File: src/rtl/weight_update_sequencer.sv
// Time-shared weight-update sequencer: walks every output-layer weight through
// a read / present-to-datapath / write-back cycle, one neuron delta at a time.
module weight_update_sequencer #(
   parameter int N_OUT     = 3,
   parameter int N_HID     = 5,
   parameter int W         = 10,
   parameter int ADDR_W    = 7,
   parameter int BASE_ADDR = 50,
   parameter int SKIP_ZERO = 1,
   localparam int NW       = (N_OUT > 1) ? $clog2(N_OUT) : 1,
   localparam int HW       = (N_HID > 1) ? $clog2(N_HID) : 1
) (
   input  logic                i_clk,
   input  logic                i_rst_n,
   input  logic                i_start,
   input  logic                i_abort,
   input  logic signed [W-1:0] i_delta_in,
   input  logic                i_sign_in,
   output logic [NW-1:0]       o_neuron_sel,
   output logic [HW-1:0]       o_hid_sel,
   output logic [ADDR_W-1:0]   o_ram_addr,
   output logic                o_ram_re,
   input  logic signed [W-1:0] i_ram_rdata,
   output logic                o_ram_we,
   output logic signed [W-1:0] o_ram_wdata,
   output logic signed [W-1:0] o_upd_weight_old,
   output logic signed [W-1:0] o_upd_delta,
   output logic                o_upd_sign,
   input  logic signed [W-1:0] i_upd_weight_new,
   output logic                o_busy,
   output logic                o_done,
   output logic [7:0]          o_update_count
);

   typedef enum logic [2:0] {
      S_IDLE,
      S_LATCH,
      S_RD,
      S_UPD,
      S_WR,
      S_FIN
   } state_t;

   localparam logic [NW-1:0]     LAST_N  = NW'(N_OUT - 1);
   localparam logic [HW-1:0]     LAST_H  = HW'(N_HID - 1);
   localparam logic [ADDR_W-1:0] BASE_A  = ADDR_W'(BASE_ADDR);
   localparam logic [ADDR_W-1:0] ROW_LEN = ADDR_W'(N_HID);

   state_t              r_state;
   state_t              w_next;
   logic [NW-1:0]       r_n;
   logic [HW-1:0]       r_h;
   logic signed [W-1:0] r_upd_weight_old;
   logic signed [W-1:0] r_upd_delta;
   logic                r_upd_sign;
   logic [7:0]          r_update_count;
   logic                w_skip;
   logic                w_last_n;
   logic                w_last_h;
   logic [ADDR_W-1:0]   w_addr;

   assign w_skip   = (SKIP_ZERO != 0) && (i_delta_in == '0);
   assign w_last_n = (r_n == LAST_N);
   assign w_last_h = (r_h == LAST_H);
   assign w_addr   = BASE_A + ADDR_W'(r_n) * ROW_LEN + ADDR_W'(r_h);

   always_ff @(posedge i_clk or negedge i_rst_n) begin
      if (!i_rst_n) begin
         r_state <= S_IDLE;
      end else begin
         r_state <= w_next;
      end
   end

   // Abort cancels LATCH/RD/UPD outright; in WR the strobe is already out, so it only redirects to IDLE.
   always_comb begin
      w_next         = r_state;
      o_ram_re       = 1'b0;
      o_ram_we       = 1'b0;
      o_ram_addr     = '0;
      o_ram_wdata    = '0;
      o_busy         = 1'b0;
      o_done         = 1'b0;
      case (r_state)
         S_IDLE: begin
            if (i_start && !i_abort) begin
               w_next = S_LATCH;
            end
         end
         S_LATCH: begin
            o_busy = 1'b1;
            if (i_abort) begin
               w_next = S_IDLE;
            end else if (w_skip) begin
               w_next = w_last_n ? S_FIN : S_LATCH;
            end else begin
               w_next = S_RD;
            end
         end
         S_RD: begin
            o_busy     = 1'b1;
            o_ram_re   = 1'b1;
            o_ram_addr = w_addr;
            w_next     = i_abort ? S_IDLE : S_UPD;
         end
         S_UPD: begin
            o_busy = 1'b1;
            w_next = i_abort ? S_IDLE : S_WR;
         end
         S_WR: begin
            o_busy      = 1'b1;
            o_ram_we    = 1'b1;
            o_ram_addr  = w_addr;
            o_ram_wdata = i_upd_weight_new;
            if (i_abort) begin
               w_next = S_IDLE;
            end else if (!w_last_h) begin
               w_next = S_RD;
            end else if (!w_last_n) begin
               w_next = S_LATCH;
            end else begin
               w_next = S_FIN;
            end
         end
         S_FIN: begin
            o_done = 1'b1;
            w_next = S_IDLE;
         end
         default: begin
            w_next = S_IDLE;
         end
      endcase
   end

   always_ff @(posedge i_clk or negedge i_rst_n) begin
      if (!i_rst_n) begin
         r_n              <= '0;
         r_h              <= '0;
         r_upd_weight_old <= '0;
         r_upd_delta      <= '0;
         r_upd_sign       <= 1'b0;
         r_update_count   <= '0;
      end else begin
         case (r_state)
            S_IDLE: begin
               if (i_start && !i_abort) begin
                  r_n            <= '0;
                  r_h            <= '0;
                  r_update_count <= '0;
               end
            end
            S_LATCH: begin
               r_upd_delta <= i_delta_in;
               r_upd_sign  <= i_sign_in;
               if (!i_abort && w_skip && !w_last_n) begin
                  r_n <= r_n + NW'(1);
               end
            end
            S_UPD: begin
               r_upd_weight_old <= i_ram_rdata;
            end
            S_WR: begin
               if (r_update_count != 8'hFF) begin
                  r_update_count <= r_update_count + 8'd1;
               end
               if (!i_abort) begin
                  if (!w_last_h) begin
                     r_h <= r_h + HW'(1);
                  end else if (!w_last_n) begin
                     r_h <= '0;
                     r_n <= r_n + NW'(1);
                  end
               end
            end
            default: begin
            end
         endcase
      end
   end

   assign o_neuron_sel     = r_n;
   assign o_hid_sel        = r_h;
   assign o_upd_weight_old = r_upd_weight_old;
   assign o_upd_delta      = r_upd_delta;
   assign o_upd_sign       = r_upd_sign;
   assign o_update_count   = r_update_count;

endmodule

File: config.mk
export PLATFORM = sky130hd
export DESIGN_NAME = weight_update_sequencer
export DESIGN_NICKNAME = d
export VERILOG_FILES = /design/src/rtl/weight_update_sequencer.sv
export SDC_FILE = /design/constraint.sdc
export NUM_CORES = 1
export LEC_CHECK = 0
export CAP_MARGIN = 20
export CORE_MARGIN = 8
export CORE_UTILIZATION = 40
export DETAILED_ROUTE_END_ITERATION = 12
export PLACE_DENSITY = 0.76
export REMOVE_ABC_BUFFERS = 1
export SYNTH_ARGS = -nofsm -noshare
export SYNTH_HDL_FRONTEND = slang
export SYNTH_SLANG_ARGS = --single-unit
File: constraint.sdc
create_clock -name i_clk -period 2.13 [get_ports i_clk]
set_input_delay 0.426 -clock i_clk [delete_from_list [all_inputs] [get_ports i_clk]]
set_output_delay 0.426 -clock i_clk [all_outputs]
set_load 0.02 [all_outputs]
; Yosys cells after proc, flatten, opt, wreduce, memory -nomap -nowiden
; Cells that the tools add are included.
[totals]
ff_bits = 37
latchBits = 0
mem_bits_rw = 0
romBits = 0
inputBits = 35
elab_cells = 71
mem_count = 0
[op_classes]
addsub = 5
n_mul = 1
div = 0
magnitude_cmp = 0
eq_ne = 15
n_shift = 0
n_mux = 29
n_bitwise = 0
reduce_logical = 14
[op_table]
columns = operator, count
row1 = two-way mux 3 bit, 11
row2 = two-way mux 8 bit, 2
row3 = case mux 8 bit (2 select lines), 1
row4 = case mux 3 bit (5 select lines), 1
row5 = two-way mux 2 bit, 6
row6 = "inequality test 2 bit, second input constant", 6
row7 = zero test 10 bit, 1
row8 = two-way mux 10 bit, 1
row9 = "== test 3 bit, second input constant", 3
row10 = "adder 8 x 1 -> 8 bit, second input constant", 1
row11 = "inequality test 8 bit, second input constant", 1
row12 = "adder 6 x 5 -> 7 bit, first input constant", 1
row13 = adder 7 x 3 -> 7 bit, 1
row14 = two-way mux 7 bit, 1
row15 = "== test 3 x 2 -> 1 bit, second input constant", 2
row16 = case mux 2 bit (3 select lines), 1
row17 = case mux 3 bit (2 select lines), 1
row18 = AND reduction 6 bit, 1
row19 = "multiplier 2 x 3 -> 5 bit, second input constant", 1
row20 = two-way mux 1 bit, 4
row21 = AND reduction 4 bit, 1
row22 = OR reduction 4 bit, 1
row23 = "adder 3 x 1 -> 3 bit, second input constant", 1
row24 = "== test 3 x 1 -> 1 bit, second input constant", 1
row25 = 10 further kinds, 13

; Depth between registers and ports, before layout
[depth]
ltp_word = 5
ltp_mapped = 7

; Least setup slack after synthesis
; No wires, ideal clock.
[synth_timing]
path_type = flip-flop to output port
startpoint = register r_state[2]
endpoint = output port o_ram_addr[2]
t_arrival_ns = 2.004
required_time_ns = 1.704
slack_ns = -0.300
path_stages_with_launch = 5
n_path_buf = 1
cell_sequence = dfrtp_1 -> buf_4 -> nor3b_1 -> nor2_1 -> nor3_1
[synth_between]
elab_chain_cells = 3
word_cells_on_any_way = 4
[synth_rtl]
columns = element, line_no
row1 = from (decl), 49  ; state_t r_state;
row2 = from (signal assigned), 71  ; r_state <= w_next;
row3 = == test 3 bit or == test 3 x 2 -> 1 bit (tied branches), 84  ; case (r_state)
row4 = OR reduction 2 bit (no source line) *, --
row5 = two-way mux 7 bit *, 84
row6 = to (decl), 21  ; output logic [ADDR_W-1:0] o_ram_addr,
; Mark *: on every way between the ends. The rest lies on a longest branch, timed or not.

; Worst setup path after layout
[layout_timing]
startpoint = register r_n[0], in the netlist o_neuron_sel[0]
endpoint = output port o_ram_addr[5]
[layout_between]
elab_chain_cells = 4
[layout_rtl]
columns = element, line_no
row1 = from (decl), 51  ; logic [NW-1:0] r_n;
row2 = from (signal assigned), 156  ; r_n <= r_n + NW'(1);
row3 = from (signal assigned), 171  ; r_n <= r_n + NW'(1);
row4 = multiplier 2 x 3 -> 5 bit, 65  ; assign w_addr = BASE_A + ADDR_W'(r_n) * ROW_LEN + ADDR_W'(r_h);
row5 = adder 6 x 5 -> 7 bit, 65
row6 = adder 7 x 3 -> 7 bit, 65
row7 = two-way mux 7 bit, 84
; Every way passes these cells.

==> Flow_metrics.wiki <==
{| class="wikitable"
! Metric !! Value
|-
| Number of inserted filler cells in the final layout || 435
|-
| Number of global-route vias before repair || between 2000 and 2500
|-
| Number of warnings reported in the yosys synthesis log || 0
|-
| Critical Path AT || ~1.9 ns
|-
| Clock buffers created by TritonCTS || 5
|-
| Reg-to-reg startpoint || r_state[2]
|-
| Dominant synthesized flop cell || dfrtp_1
|-
| Number of DRC violations after detailed-routing iteration 0 || about 120
|-
| Register bit count reported by yosys || 37
|-
| Leakage || between 0.001 and 0.0015 uW
|-
| Starting Density || roughly two fifths
|-
| Maxcap violations || 0
|-
| Aggregate negative setup slack || -0.566 ns
|-
| Minimum period implied by the final worst setup slack || roughly 2.3 ns
|-
| Distinct cell type count of the synthesized netlist || between 40 and 50
|-
| Crit path required time || roughly 1.7 ns
|-
| CTS Sinks || 37
|-
| Number of search-and-repair iterations in the first detailed-routing pass || 5
|-
| Critical Path Source || o_neuron_sel[0]
|-
| Clock latency on the worst-skew pair || 0.29 ns
|-
| CTS tree || done
|-
| Port-buffer cells || 89
|-
| Largest net degree at the start of global routing || 20
|-
| Post-synth top area share || 44.4%
|-
| Sequential area share after synthesis || between 40% and 50%
|-
| Final weighted congestion in routability-driven placement || between 0.8 and 0.9
|-
| Status || complete, but fails checks
|-
| Footprint of the multi-input gates || between 1000 and 1500 sq um
|-
| Synth area leader || dfrtp_1
|-
| Post-DR vias/cell || between 5 and 6
|-
| Portion of the clock cycle consumed by the worst path in the final layout || 108%
|-
| Path type of the worst setup path || reg2out
|-
| Max Slew Vio Count || 0
|-
| Power Total || ~2200 uW
|-
| Worst hold-check path type || in2async
|-
| Maximum clock path buffer count || 2
|-
| Nature of the critical path endpoint || primary output
|-
| Synth top area cells || dfrtp_1 (44%), mux2_2 (11%), ha_1 (5.4%), o21ai_0 (3.1%), and2_1 (3.0%)
|-
| Setup repair after global routing missed its margin || yes
|-
| Die area || just under 8000 sq um
|-
| Wire length per cell || 16.0 um
|-
| Worst Setup Start Kind || flop
|-
| Total area of sequential cells || slightly above 900 sq um
|-
| Post-layout worst setup margin || -0.162 ns
|-
| Worst-case headroom to the max-slew limit || a little over three fifths
|-
| Final Skew || about 0.0071 ns
|-
| Violated checks || setup timing
|-
| Row cnt || 26
|-
| Worst Tran Pin Value || roughly 0.55 ns
|-
| Count of mapped cells out of synthesis || ~200
|-
| Area Growth Syn to Fin || 60.3%
|-
| Netlist area before placement || approximately 2100 sq um
|-
| CTS Root Buffer Type || clkbuf_8
|-
| Endpoint of the worst register-to-register path || o_upd_weight_old[6]
|-
| Ratio of cells with drive above 1 in the final layout || a little under a third
|-
| Ports || 90
|-
| Count of flip-flops with a built-in enable after synthesis || 0
|-
| Hold violation total from the final report || 0
|-
| Wire length of the first global-routing pass || 9790 um
|-
| Number of nets in the final layout || ~360
|-
| Cell area power density || approximately 670 nW/um^2
|-
| # setup viols final || 5
|-
| Fmax || 436 MHz
|-
| Initial antenna violation count || 0
|-
| Number of antenna repair diodes || 0
|-
| Die X-Extent || roughly 88 um
|-
| Placeable Area || 5070 sq um
|-
| Overall via count from detail_route || roughly 2000
|-
| Detailed-placement wirelength estimate || 4600 um
|-
| Height of the die || around 88 um
|-
| Overall fraction of global-route tracks in use || 16.0%
|-
| Final routed DRC violation total || 0
|-
| R2r worst-path depth || 6
|-
| FFs w/ async S/R, synth || 100%
|-
| Global route overflow || 0
|-
| Total wire length after detailed routing || between 6000 and 7000 um
|-
| Top library cells by usage in the layout, fill and taps aside || clkdlybuf4s50_1 (67), dfrtp_1 (35), buf_4 (33)
|-
| Most common cell after layout, fill and taps aside || clkdlybuf4s50_1
|-
| Post-Synthesis Mean Instance Area || 10.6 sq um
|-
| H-tree levels || 2
|-
| Top fanout value on the critical path || 3
|-
| Worst setup slack for register-to-register paths || about 0.27 ns
|-
| Routed Antenna Nets || 0
|-
| Post-CTS clock slew at the launch and capture registers of the worst setup and hold paths || around 0.07 ns
|-
| Cts hold-fix bufs || 0
|-
| VDD IR-drop max || approximately 0.00052 V
|}
kinds of logic after synthesis:
logic type / Yosys count / share of synthesized area (%)
xor+xnor: 1 / 0.420
buf+inv: 16 / 4.08
compound gates: 36 / 11.0
simple gates: 73 / 20.9
fa+ha+maj: 10 / 6.36
flops: 37 / 44.4
mux: 24 / 12.8
sequential cells by signal, indices dropped and copies added (netlist names):
signal,cells
o_upd_delta,10
r_state,3
o_neuron_sel,2
o_upd_weight_old,10
o_update_count,8
o_hid_sel,3
o_upd_sign,1
routing by layer:
| metal | wire length, um | part of all wire, % | global-route usage, % |
|---|---|---|---|
| met1 | 2360 | 38 | 17.6 |
| met2 | 3030 | 49 | 26.6 |
| met3 | 677 | 11 | 7.60 |
| met4 | 68 | 1.1 | 4.76 |
| met5 | 0 | 0 | 0 |
per-stage QoR:
stage | cells | util (%) | hold slack, ns | area, sq um | setup slack, ns
3_3_place_gp | 373 | 62.7 | 0.399 | 3180 | -0.367
3_5_place_dp | 373 | 62.7 | 0.396 | 3180 | -0.441
5_1_grt | 384 | 65.9 | 0.104 | 3340 | -0.239
6_report | 384 | 65.9 | 0.0738 | 3340 | -0.162
2_1_floorplan | 191 | - | 0.130 | 2040 | -0.261
4_1_cts | 384 | 65.2 | 0.0775 | 3310 | -0.142
synthesized netlist by cell type (2+ instances only):
master    count
mux2_2       21
or4_1         3
buf_2         2
nand4_1       3
mux2i_1       3
nand2b_1      3
o31ai_1       4
or3_1         3
dfrtp_1      37
a21oi_1       9
o21ai_0      13
nor3_1        7
and2_1       10
nand3_1       5
inv_1         9
buf_6         2
buf_4         2
nor3b_1       2
ha_1          9
nand2_1      11
nor2b_1       5
nor2_1       10
timing repair:
action                                  in CTS  in global routing
buffers inserted                             4                  0
hold endpoints to repair                     0                  0
endpoints found under the setup margin      21                 18
gates resized for setup                     99                 11
pin swaps                                   12                  5
worst max-delay path, stage by stage (launching register included):
cell	delay [ns]
dfrtp_2	0.45
ha_4	0.19
ha_4	0.20
a21o_1	0.16
a21oi_2	0.16
nor2b_2	0.08
nor3_2	0.17
buf_4	0.17
where the power goes:
part,leakage (uW),switching (uW),internal [uW]
logic,0.000933,389,465
clock network,0.0000443,234,257
registers,0.000464,67.6,831
total,0.00144,690,1550
how the worst max path moves through the flow:
stage | to | slack [ns] | cells after the start
after detailed placement | o_ram_addr[4] | -0.44 | 7
after global placement | o_ram_addr[3] | -0.37 | 7
after CTS | o_ram_addr[5] | -0.14 | 7
after floorplan | o_ram_addr[2] | -0.26 | 3
after global routing | o_ram_addr[5] | -0.24 | 7
final | o_ram_addr[5] | -0.16 | 7
layout make-up:
| cell class | instances | share of cell area (%) |
|---|---|---|
| tap | 70 | 2.62 |
| inverter | 10 | 1.12 |
| sequential | 37 | 27.8 |
| timing repair buffer | 116 | 30.8 |
| clock buffer | 7 | 2.58 |
| multi-input combinational | 144 | 35.1 |
Power figures use the tool's default switching activity.
